[src/rtl/gsensor_ctrl.sv]
// gsensor_ctrl: transaction sequencer in front of the SPI serdes that talks
// to an ADXL345 accelerometer.
//  - After reset it writes DATA_FORMAT, BW_RATE and POWER_CTL, in that order.
//  - It then reads the six data registers 0x32..0x37 once per sample period
//    and presents signed 16-bit X/Y/Z samples with a one-cycle valid strobe.
// Build option: define GSENSOR_DEVID_CHECK_EN to check the device ID
// (register 0x00 must read 0xE5) before any configuration write. Without it
// the ID states are not built and dev_err is tied low.
module gsensor_ctrl #(
  parameter int         SAMPLE_DIV      = 20000,  // spi_clk cycles per sample, >= 2
  parameter logic [7:0] DATA_FORMAT_VAL = 8'h0B,  // written to 0x31
  parameter logic [7:0] BW_RATE_VAL     = 8'h0A,  // written to 0x2C
  parameter logic [7:0] POWER_CTL_VAL   = 8'h08   // written to 0x2D
) (
  input  logic        reset_n,
  input  logic        spi_clk,
  output logic        start,
  output logic [15:0] data_tx,
  input  logic        done,
  input  logic [7:0]  data_rx,
  output logic        init_done,
  output logic [15:0] x_data,
  output logic [15:0] y_data,
  output logic [15:0] z_data,
  output logic        data_valid,
  output logic        dev_err
);

  // Register map addresses used by the sequencer.
  localparam logic [5:0] ADDR_DEVID       = 6'h00;
  localparam logic [5:0] ADDR_BW_RATE     = 6'h2C;
  localparam logic [5:0] ADDR_POWER_CTL   = 6'h2D;
  localparam logic [5:0] ADDR_DATA_FORMAT = 6'h31;
  localparam logic [5:0] ADDR_DATAX0      = 6'h32;
  localparam logic [7:0] DEVID_EXPECTED   = 8'hE5;

  // Period timer width; at least one bit even for the smallest divider.
  localparam int CNT_W = (SAMPLE_DIV > 2) ? $clog2(SAMPLE_DIV) : 1;
  localparam logic [CNT_W-1:0] CNT_LAST = CNT_W'(SAMPLE_DIV - 1);

  // Sequencer states. The ID-check states only exist when the check is built.
  typedef enum logic [3:0] {
    ST_CFG_ISSUE,
    ST_CFG_WAIT,
    ST_IDLE,
    ST_RD_ISSUE,
    ST_RD_WAIT,
    ST_UPDATE
`ifdef GSENSOR_DEVID_CHECK_EN
    ,
    ST_ID_ISSUE,
    ST_ID_WAIT,
    ST_ERR
`endif
  } state_t;

`ifdef GSENSOR_DEVID_CHECK_EN
  localparam state_t ST_RESET = ST_ID_ISSUE;
`else
  localparam state_t ST_RESET = ST_CFG_ISSUE;
`endif

  state_t           state_reg;
  logic [1:0]       cfg_idx_reg;
  logic [2:0]       rd_idx_reg;
  logic [CNT_W-1:0] cnt_reg;
  logic             tick_pending_reg;
  logic [7:0]       shadow_reg [6];

  logic tick;
  logic tick_clear;
  logic shadow_we;

  // Write command: R/W=0, MB=0, 6-bit address, data byte.
  function automatic logic [15:0] wr_word(input logic [5:0] addr, input logic [7:0] data);
    return {1'b0, 1'b0, addr, data};
  endfunction

  // Read command: R/W=1, MB=0, 6-bit address, don't-care byte sent as 0.
  function automatic logic [15:0] rd_word(input logic [5:0] addr);
    return {1'b1, 1'b0, addr, 8'h00};
  endfunction

  // Configuration table, indexed by cfg_idx.
  function automatic logic [15:0] cfg_word(input logic [1:0] idx);
    logic [15:0] w;
    case (idx)
      2'd0:    w = wr_word(ADDR_DATA_FORMAT, DATA_FORMAT_VAL);
      2'd1:    w = wr_word(ADDR_BW_RATE, BW_RATE_VAL);
      default: w = wr_word(ADDR_POWER_CTL, POWER_CTL_VAL);
    endcase
    return w;
  endfunction

  // Timer wrap and pending-flag handshake with the sequencer.
  assign tick       = init_done && (cnt_reg == CNT_LAST);
  assign tick_clear = (state_reg == ST_IDLE) && tick_pending_reg;
  assign shadow_we  = (state_reg == ST_RD_WAIT) && done;

  // Sample period timer; a fresh tick re-arms pending even when it is being consumed.
  always_ff @(posedge spi_clk or negedge reset_n) begin
    if (!reset_n) begin
      cnt_reg          <= '0;
      tick_pending_reg <= 1'b0;
    end else begin
      if (!init_done || tick) begin
        cnt_reg <= '0;
      end else begin
        cnt_reg <= cnt_reg + 1'b1;
      end
      tick_pending_reg <= (tick_pending_reg && !tick_clear) || tick;
    end
  end

  // Shadow bytes of the burst in flight; outputs only see them after all six arrive.
  always_ff @(posedge spi_clk) begin
    if (shadow_we) begin
      shadow_reg[rd_idx_reg] <= data_rx;
    end
  end

  // Main sequencer with registered command/strobe/sample outputs.
  always_ff @(posedge spi_clk or negedge reset_n) begin
    if (!reset_n) begin
      state_reg   <= ST_RESET;
      cfg_idx_reg <= 2'd0;
      rd_idx_reg  <= 3'd0;
      start       <= 1'b0;
      data_tx     <= 16'h0000;
      init_done   <= 1'b0;
      x_data      <= 16'h0000;
      y_data      <= 16'h0000;
      z_data      <= 16'h0000;
      data_valid  <= 1'b0;
`ifdef GSENSOR_DEVID_CHECK_EN
      dev_err     <= 1'b0;
`endif
    end else begin
      // Strobes are single-cycle; data_tx keeps the last command until reissued.
      start      <= 1'b0;
      data_valid <= 1'b0;
      case (state_reg)
`ifdef GSENSOR_DEVID_CHECK_EN
        ST_ID_ISSUE: begin
          start     <= 1'b1;
          data_tx   <= rd_word(ADDR_DEVID);
          state_reg <= ST_ID_WAIT;
        end
        ST_ID_WAIT: begin
          if (done) begin
            if (data_rx == DEVID_EXPECTED) begin
              state_reg <= ST_CFG_ISSUE;
            end else begin
              dev_err   <= 1'b1;
              state_reg <= ST_ERR;
            end
          end
        end
        ST_ERR: begin
          // Parked until reset; no more traffic to a device we do not recognise.
          state_reg <= ST_ERR;
        end
`endif
        ST_CFG_ISSUE: begin
          start     <= 1'b1;
          data_tx   <= cfg_word(cfg_idx_reg);
          state_reg <= ST_CFG_WAIT;
        end
        ST_CFG_WAIT: begin
          if (done) begin
            cfg_idx_reg <= cfg_idx_reg + 2'd1;
            if (cfg_idx_reg == 2'd2) begin
              init_done <= 1'b1;
              state_reg <= ST_IDLE;
            end else begin
              state_reg <= ST_CFG_ISSUE;
            end
          end
        end
        ST_IDLE: begin
          if (tick_pending_reg) begin
            rd_idx_reg <= 3'd0;
            state_reg  <= ST_RD_ISSUE;
          end
        end
        ST_RD_ISSUE: begin
          start     <= 1'b1;
          data_tx   <= rd_word(ADDR_DATAX0 + {3'b000, rd_idx_reg});
          state_reg <= ST_RD_WAIT;
        end
        ST_RD_WAIT: begin
          if (done) begin
            if (rd_idx_reg == 3'd5) begin
              state_reg <= ST_UPDATE;
            end else begin
              rd_idx_reg <= rd_idx_reg + 3'd1;
              state_reg  <= ST_RD_ISSUE;
            end
          end
        end
        ST_UPDATE: begin
          // All three axes change together, from one complete burst.
          x_data     <= {shadow_reg[1], shadow_reg[0]};
          y_data     <= {shadow_reg[3], shadow_reg[2]};
          z_data     <= {shadow_reg[5], shadow_reg[4]};
          data_valid <= 1'b1;
          state_reg  <= ST_IDLE;
        end
        default: begin
          state_reg <= ST_RESET;
        end
      endcase
    end
  end

`ifndef GSENSOR_DEVID_CHECK_EN
  // Without the ID check there is nothing that can flag a device error.
  assign dev_err = 1'b0;
`endif

endmodule

[config.mk]
export PLATFORM = sky130hd
export DESIGN_NAME = gsensor_ctrl
export DESIGN_NICKNAME = d
export VERILOG_FILES = /design/src/rtl/gsensor_ctrl.sv
export SDC_FILE = /design/constraint.sdc
export NUM_CORES = 1
export LEC_CHECK = 0
export BUFFER_PORTS_ARGS = -buffer_cell sky130_fd_sc_hd__buf_2
export CORE_ASPECT_RATIO = 1.4
export CORE_MARGIN = 2
export CORE_UTILIZATION = 33
export CTS_BUF_LIST = sky130_fd_sc_hd__clkbuf_8
export DETAILED_ROUTE_END_ITERATION = 10
export PLACE_DENSITY = 0.52
export SYNTH_ARGS = -nofsm -noshare
export SYNTH_HDL_FRONTEND = slang
export SYNTH_SLANG_ARGS = --single-unit
[constraint.sdc]
create_clock -name spi_clk -period 2.39 [get_ports spi_clk]
set_clock_uncertainty 0.05 [all_clocks]
set_input_delay 0.478 -clock spi_clk [delete_from_list [all_inputs] [get_ports spi_clk]]
set_output_delay 0.478 -clock spi_clk [all_outputs]
set_load 0.02 [all_outputs]
==> metrics <==
number of pins exceeding their max-slew limit in the final report=0; top-level port count=79; Worst setup EP type=flop; multiplexer area fraction after synthesis=11.4%; worst hold path stage count=1; global-route wire length before repair=16400 um; Synth Area in Simple Gates=7.99%; cell chosen for the clock root=clkbuf_8; number of flops mapped to enable cells by yosys=48; fraction of layout instances using a drive strength above 1=36.0%; final standard cell area without fillers=0.00614 mm^2; number of diodes added for antenna fixing=0; Placement Rows=54; number of global-route vias before repair=3021; clock transition at the registers of the reported paths=80 ps; share of the yosys chip area belonging to registers=68.3%; synthesized instance count=351; Total Die Area=approximately 0.017 mm^2; detailed-router iteration count before antenna repair=7; combinational cell fraction of total power=between 30% and 40%; number of endpoints failing setup at the final stage=0; clock period minus worst slack=approximately 1900 ps; data required time of the worst path=2400 ps; per-cell routed wire length=15.4 um; setup TNS after final layout=0 ps; switching power summed over all nets=2.57 mW; violation count after the first detailed-routing iteration=155; largest net degree at the start of global routing=47; xor and xnor area share after synthesis=2.35%; leftover overflow at the end of global routing=0; Fmax achieved=a little over 500 MHz; flip-flop cell with the highest count after synthesis=dfrtp_1; unique cell type count in the Yosys netlist=42; max reg flops=48; Total Nets Final=457; cell-by-cell trace of the critical path=nor2_1 -> and3_1 -> and2b_1 -> and2_1; per-instance average area after synthesis=approximately 15 um^2; maximum capacitance violations=0; maximum fanout along the worst path=8; Routed Antenna Nets=0; critical path class=reg2reg; count of state elements after synthesis=around 130; die width=110 um; fillcell total=1539; count leader, synth=dfrtp_1; Max Buffers Root-to-Sink=2; top cell types by occurrence after synthesis=85 x dfrtp_1, 48 x edfxtp_1, 40 x mux2_2; clk sink count=133; run status=finished clean; Clk Latency, worst-skew pair=420 ps; total placed instance area=between 0.005 and 0.006 mm^2; CTS H-tree lvls=4; startpoint of the lowest-slack hold path=data_rx[1]; startpoint of the most critical register-to-register path=state_reg[1]; Synth async-reset ratio=63.9%; GRT Util Overall=12.8%; TritonCTS clock tree=built; buffers added on ports=71; library cell occupying the most area in the post-synthesis netlist=dfrtp_1; clock network power share=22.0%; Via-to-Cell Ratio=4.58; part of the cycle the worst path needs=80.8%; share of the synthesized area in compound gates (AO/OA/AOI/OAI)=under 10%; netlist area before placement=~0.0052 mm^2; Hold Fails Final Rpt=0; kind of cell adding the most delay to the critical path=simple AND/OR/NAND/NOR gates; effective utilization at floorplan=about a third; fraction of power spent switching nets=35.5%; Min-Delay Endpoint=shadow_reg[5][1]; Peak supply drop=between 0.4 and 0.5 mV; largest cells by area after synthesis=dfrtp_1 41%, edfxtp_1 28%, mux2_2 8.6%, ha_1 2.9%, mux2_4 2.6%; total power divided by cell area=1180 mW/mm^2; detailed-placement wirelength estimate=between 6000 and 7000 um; share of power burned in registers=44.7%; Max stage delay on crit path=between 400 and 500 ps; largest family of logic cells by synthesized area=multiplexers; final RePlAce weighted congestion=0.737; P_leak=2.74 nW; Buf+Inv Stages, Crit Path=0; nature of the critical path startpoint=flop; clock buffer count from CTS=17; Worst Reg-to-Reg Cells=4; core area=between 0.015 and 0.02 mm^2; final wirelength=9900 um; Vert. Die Dim=153 um; setup repair after global routing missed its margin=no; arithmetic-cell share of the synthesized area counting full adders, half adders and majority gates=~2.9%; YS warnings=0; Int Pwr=4.67 mW; DR vias=~3000; growth of design area from synthesis to finish=17.5%; type of the worst min-delay path=in2reg; number of antenna violations at the first check in global routing=0; R2R Path End=shadow_reg[0][1]; drc violations=0; internal reg-to-reg setup slack=460 ps; arrival time at the worst endpoint=1940 ps; cell at the slowest stage of the critical path=and2_1; share of the synthesized area in the top cell type=40.7%
kinds of logic (layout without fill, tap and decap cells):
logic type / Yosys count / count (layout)
and+or+nand+nor: 78 / 78
AOI/OAI and AO/OA: 29 / 29
buffers and inverters: 34 / 124
other: 1 / 7
DFF: 133 / 133
muxes: 50 / 50
xor gates and xnor gates: 14 / 14
adders and majority gates: 12 / 12
worst register-to-register path: stages (launching register included):
cell     delay (ps)
dfrtp_1         380
nor2_1          260
and3_1          280
and2b_1         160
and2_1          440
area by class of cell:
class	instances	area, um^2	share of cell area [%]
tap	196	245	3.99
inverter	12	45.0	0.733
clock buffer	18	248	4.03
sequential	133	3570	58.1
timing repair buffer	80	453	7.37
multi-input combinational	190	1500	24.4
clock inverter	14	88.8	1.45
stage by stage:
step	setup slack [ps]	util, %	power, mW	hold slack [ps]	std cells
global placement	466	37.3	5.71	292	610
floorplan	650	-	4.91	132	357
CTS	439	39.5	7.37	244	643
detailed placement	451	37.3	5.75	298	610
finish	460	39.5	7.24	264	643
global route	257	39.5	7.74	247	643
worst max path at each step:
stage / start / end / slack (ps) / cells past startpoint
6_report: state_reg[1] / shadow_reg[0][1] / 460 / 4
2_1_floorplan: state_reg[1] / shadow_reg[2][0] / 650 / 5
5_1_grt: rd_idx_reg[1] / rd_idx_reg[1] / 260 / 6
3_3_place_gp: rd_idx_reg[1] / rd_idx_reg[1] / 470 / 6
4_1_cts: state_reg[1] / shadow_reg[0][1] / 440 / 4
3_5_place_dp: state_reg[1] / shadow_reg[0][1] / 450 / 4
cells in the final DEF, fill, tap and decap left out, drive strengths merged:
| master | instances |
|---|---|
| o22ai | 5 |
| nand4 | 6 |
| o21ai | 6 |
| a22oi | 1 |
| dfrtp | 85 |
| dlygate4sd3 | 1 |
| nand2b | 4 |
| nand3b | 2 |
| nor2 | 22 |
| a21o | 1 |
| a21boi | 1 |
| and2 | 5 |
| nand2 | 14 |
| nor3b | 1 |
| clkbuf | 18 |
| and4 | 4 |
| and2b | 1 |
| mux2 | 49 |
| clkinvlp | 3 |
| ha | 12 |
| o21a | 1 |
| and3 | 6 |
| nor4b | 1 |
| or2 | 1 |
| clkinv | 5 |
| xnor2 | 2 |
| a21oi | 7 |
| mux2i | 1 |
| buf | 79 |
| nor2b | 1 |
| o2bb2ai | 2 |
| a31oi | 3 |
| o221ai | 1 |
| inv | 18 |
| xor2 | 12 |
| conb | 7 |
| nand3 | 7 |
| edfxtp | 48 |
| o22a | 1 |
| nor3 | 3 |
power by group through the flow:
| stage | combinational (mW) | clock [mW] | sequential (mW) |
|---|---|---|---|
| final | 2.41 | 1.60 | 3.24 |
| after detailed placement | 2.45 | 0 | 3.30 |
| after floorplan | 1.08 | 0 | 3.84 |
| after global placement | 2.42 | 0 | 3.29 |
| after CTS | 2.46 | 1.65 | 3.25 |
| after global routing | 2.63 | 1.78 | 3.32 |
metal layers:
layer,global-route usage (%),vias to the layer above,share of wire (%)
met4,4.46,0,0.90
li1,-,1395,-
met1,15.9,1476,42
met2,21.2,66,53
met5,0,-,0
met3,3.75,5,4.6
repair_timing:
| action | CTS | global route |
|---|---|---|
| resized for setup | 0 | 0 |
| hold endpoints to repair | 12 | 0 |
| hold buffers | 1 | 0 |
| setup buffers | 0 | 0 |
Power figures use the tool's default switching activity.
